**src/rtl/lc3b_ir_fetch.sv**
```systemverilog
// LC-3b instruction fetch stage: PC register, single-outstanding memory read,
// instruction register and raw (unextended) operand field slices.
module lc3b_ir_fetch #(
  parameter logic [15:0] PC_RESET = 16'h0000
) (
  input  logic        clk,
  input  logic        reset,
  input  logic        start,
  input  logic        pc_load,
  input  logic [15:0] pc_in,
  output logic [15:0] mem_address,
  output logic        mem_read,
  input  logic [15:0] mem_rdata,
  input  logic        mem_resp,
  output logic        ir_valid,
  input  logic        ir_ack,
  output logic [15:0] pc_out,
  output logic [15:0] ir,
  output logic [3:0]  opcode,
  output logic [2:0]  dest,
  output logic [2:0]  src1,
  output logic [2:0]  src2,
  output logic [4:0]  imm5,
  output logic [5:0]  offset6,
  output logic [7:0]  trapvect8,
  output logic [8:0]  offset9,
  output logic [10:0] offset11
);

  typedef enum logic [1:0] {IDLE, FETCH, HOLD} state_t;

  state_t      state, state_next;
  logic [15:0] pc, pc_next;
  logic [15:0] ir_q, ir_next;

  always_ff @(posedge clk) begin
    if (reset) begin
      state <= IDLE;
      pc    <= PC_RESET;
      ir_q  <= '0;
    end else begin
      state <= state_next;
      pc    <= pc_next;
      ir_q  <= ir_next;
    end
  end

  always_comb begin
    state_next = state;
    pc_next    = pc;
    ir_next    = ir_q;
    case (state)
      IDLE: begin
        // A simultaneous load and start fetches from the newly loaded PC.
        if (pc_load) pc_next = pc_in & 16'hFFFE;
        if (start)   state_next = FETCH;
      end
      FETCH: begin
        if (mem_resp) begin
          ir_next    = mem_rdata;
          pc_next    = pc + 16'd2;
          state_next = HOLD;
        end
      end
      HOLD: begin
        if (pc_load) pc_next = pc_in & 16'hFFFE;
        if (ir_ack)  state_next = start ? FETCH : IDLE;
      end
      default: state_next = IDLE;
    endcase
  end

  // Strobes decode purely from the state register: no input-to-output path.
  assign mem_read    = (state == FETCH);
  assign ir_valid    = (state == HOLD);
  assign mem_address = pc;
  assign pc_out      = pc;
  assign ir          = ir_q;

  assign opcode    = ir_q[15:12];
  assign dest      = ir_q[11:9];
  assign src1      = ir_q[8:6];
  assign src2      = ir_q[2:0];
  assign imm5      = ir_q[4:0];
  assign offset6   = ir_q[5:0];
  assign trapvect8 = ir_q[7:0];
  assign offset9   = ir_q[8:0];
  assign offset11  = ir_q[10:0];

endmodule
```
**config.mk**
```make
export PLATFORM = sky130hd
export DESIGN_NAME = lc3b_ir_fetch
export DESIGN_NICKNAME = d
export VERILOG_FILES = /design/src/rtl/lc3b_ir_fetch.sv
export SDC_FILE = /design/constraint.sdc
export NUM_CORES = 1
export LEC_CHECK = 0
export CORE_MARGIN = 5
export CORE_UTILIZATION = 37
export DETAILED_ROUTE_END_ITERATION = 8
export PLACE_DENSITY = 0.85
export SKIP_CTS_REPAIR_TIMING = 1
export SYNTH_ARGS = -nofsm -noshare
export SYNTH_HDL_FRONTEND = slang
export SYNTH_SLANG_ARGS = --single-unit
export TNS_END_PERCENT = 1
```
**constraint.sdc**
```tcl
create_clock -name clk -period 1.91 [get_ports clk]
set_clock_uncertainty 0.1 [all_clocks]
set_input_delay 0.382 -clock clk [delete_from_list [all_inputs] [get_ports clk]]
set_output_delay 0.382 -clock clk [all_outputs]
set_load 0.05 [all_outputs]
```
==> impl_metrics.yaml <==
global_routing:
  grt_pass1_wl_um: 10090
  grt.total_usage_pct: 16.64
  grt_max_degree: 18
  first_global_vias: 2151
  grt_overflow: 0
  antenna_found_initial: 0
yosys:
  syn_area_um2: 2187
  synth_top_family_by_area: "buffers and inverters"
  synth-compound-area-share_pct: 16.30
  muxShareOfSynthArea_pct: 1.831
  synth_seq_cells: 33
  synth_area_leaders: "dfxtp_1 (30%), buf_4 (24%), nand2_1 (7.7%)"
  synthXorXnorAreaFrac_pct: 1.201
  synthAdderAreaFrac_pct: 0.5721
  yosys.area.top_type: "dfxtp_1"
  synth_flop_cell: "dfxtp_1"
  synth_top_area_share_pct: 30.21
  synth_cell_types: 44
  ys_seq_area_share_pct: 30.21
  avgSynthCellArea_um2: 7.783
  synthArstFlopShare_pct: 0
  synth-edff-count: 0
  syn_inst: 281
  yosys_warnings: 0
  synth-simple-area-share_pct: 21.97
clocking:
  clk_latency_ns: 0.28
  cts_root_buf: "clkbuf_8"
  clk_pin_slew_ns: 0.07
  cts_tree: "yes"
  cts_made_buffers: 5
  h-tree-depth: 2
  clock_path_buffers: 2
  cts_sinks: 33
timing:
  fin_crit_sh_pct: 91.58
  fin_crit_ns: 1.749
  fin_tns_setup_ns: 0
  finalHoldViolations: 0
  fmax_mhz: 571.7
  setup_viol: 0
  drv_slew: 0
  whs_ns: 0.3739
  rsz0062_at_grt: "no"
final_layout:
  multi_input_area_um2: 923.4
  num_antenna_cells: 0
  drive_above_1_share_pct: 37.53
  stdcell_area_um2: 3171
  seqCellArea_um2: 664.4
  nets: 404
  fillers: 546
  area_delta_synth_final_pct: 44.97
critical_path:
  reg2reg_from: "mem_address[1]"
  worstSetupStartpointType: "input port"
  rrSetupSlack_ns: 0.23
  crit_path_max_incr_delay_ns: 0.51
  crit_slowest_cell: "clkdlybuf4s50_1"
  worst-path-stages: 5
  crit_start: "mem_resp"
  crit_end: "mem_address[9]"
  reg2reg_to: "mem_address[9]"
  crit_chain: "clkdlybuf4s50_1 > and3b_1 > o21ai_0 > mux2i_1 > a2111oi_2"
  crit_required_ns: 2.00
  end_kind: "flip-flop"
  critPathArrivalTime_ns: 1.84
  critPathBufInv: 1
  cp_top_family: "compound AO/OA/AOI/OAI gates"
  crit_type: "input port to flip-flop"
  cp_max_fo: 6
  reg2reg_depth: 5
route:
  final_antenna_net_count: 0
  viasPerCell: 5.052
  drt-initial-drc-count: 94
  via_count: 2223
  post_drt_wl_per_cell_um: 14.94
  postRouteWirelength_um: 6573
  drc: 0
  dr.pass1.iters: 5
outcome:
  status: "finished, final reports clean"
floorplan:
  chipHeight_um: 86.89
  std_cell_rows: 28
  fp.dieW_um: 86.89
  initial_core_util_pct: 37.38
  dieArea_um2: 7549
  core_um2: 5851
  ios: 140
power_and_ir_drop:
  leakagePower_nw: 1.408
  power_density_nw_per_um2: 726.6
  vdd_drop_max_uv: 339.0
worst_hold_path:
  hold_path_class: "flip-flop to flip-flop"
placement:
  placed_area_um2: 3083
  hpwlAfterDp_um: 5081
  place_congestion: 0.8402
  portBuffers: 136
run:
  maxCapViolations: 0
-- worst min-delay path by stage --
stage / start / to / slack (ns) / depth (start not counted)
5_1_grt: ir[9] / ir[9] / 0.41 / 2
3_3_place_gp: ir[14] / ir[14] / 0.36 / 2
4_1_cts: ir[14] / ir[14] / 0.37 / 2
3_5_place_dp: ir[14] / ir[14] / 0.37 / 2
6_report: ir[14] / ir[14] / 0.37 / 2
2_1_floorplan: mem_rdata[0] / ir[0] / 0.42 / 2
-- registers in the layout, summed over array words and instances (netlist names) --
| signal | flops |
|---|---|
| ir | 16 |
| state | 2 |
| mem_address | 15 |
-- synth_stat cells, types with 4 or more instances --
cell / count
buf_2: 8
a21oi_1: 29
nor2_1: 12
inv_1: 5
nand2_1: 45
nor3_1: 8
dfxtp_1: 33
nand3_1: 6
mux2i_1: 4
clkbuf_1: 5
o22ai_1: 5
nor4_1: 5
buf_4: 69
o21ai_0: 4
-- metal layers --
metal  routed length [µm]  track usage, %  part of all wire (%)
met1                 2492           19.26                    38
met5                    0               0                     0
met2                 3295           29.74                    50
met3                  704           4.447                    11
met4                   80           4.958                   1.2
-- through the flow --
step	setup WS, ns	cells	total power (W)	utilization (%)
after global routing	0.05950	440	0.002404	54.19
after global placement	-0.06559	433	0.001774	52.69
after detailed placement	-0.1426	433	0.001788	52.69
final	0.1608	440	0.002304	54.19
after floorplan	-0.006450	282	0.001494	-
after CTS	-0.02647	440	0.002328	54.17
-- power breakdown --
part / switching [W] / internal (W) / total, W / leakage [nW]
clock network: 0.000246 / 0.000286 / 0.000532 / 0.0443
registers: 0.0000624 / 0.000735 / 0.000797 / 0.271
logic: 0.000626 / 0.000349 / 0.000975 / 1.09
total: 0.000935 / 0.00137 / 0.00230 / 1.41
-- worst min-delay path: cells and delay by family, from the launching register on --
| kind | cells | cell delay, ns |
|---|---|---|
| AOI/OAI and AO/OA | 1 | 0.05 |
| DFF | 1 | 0.32 |
| and+or+nand+nor | 1 | 0.05 |
-- layout by cell type (no fill, tap or decap), drive strengths merged, types with 3 or more instances in the layout --
cell type	count
nor2	12
inv	5
clkbuf	7
nand3	6
nor3	8
nand2	45
clkdlybuf4s50	36
nand4	4
buf	123
dfxtp	33
nand2b	3
o31a	3
mux2i	4
a21oi	29
o21ai	4
o22ai	5
nor4	7
-- area by class of cell --
class	count	area share, %
Timing Repair Buffer	159	43.65
Inverter	5	0.5919
Multi-Input combinational cell	161	29.12
Tap cell	75	2.960
Sequential cell	33	20.96
Clock buffer	7	2.723
-- kinds of logic after synthesis --
| group | Yosys count |
|---|---|
| compound gates | 57 |
| xor+xnor | 3 |
| fa+ha+maj | 1 |
| buf+inv | 88 |
| flops | 33 |
| mux | 4 |
| other cells | 1 |
| simple gates | 94 |
Note: power is estimated with default switching activity, not from simulation.
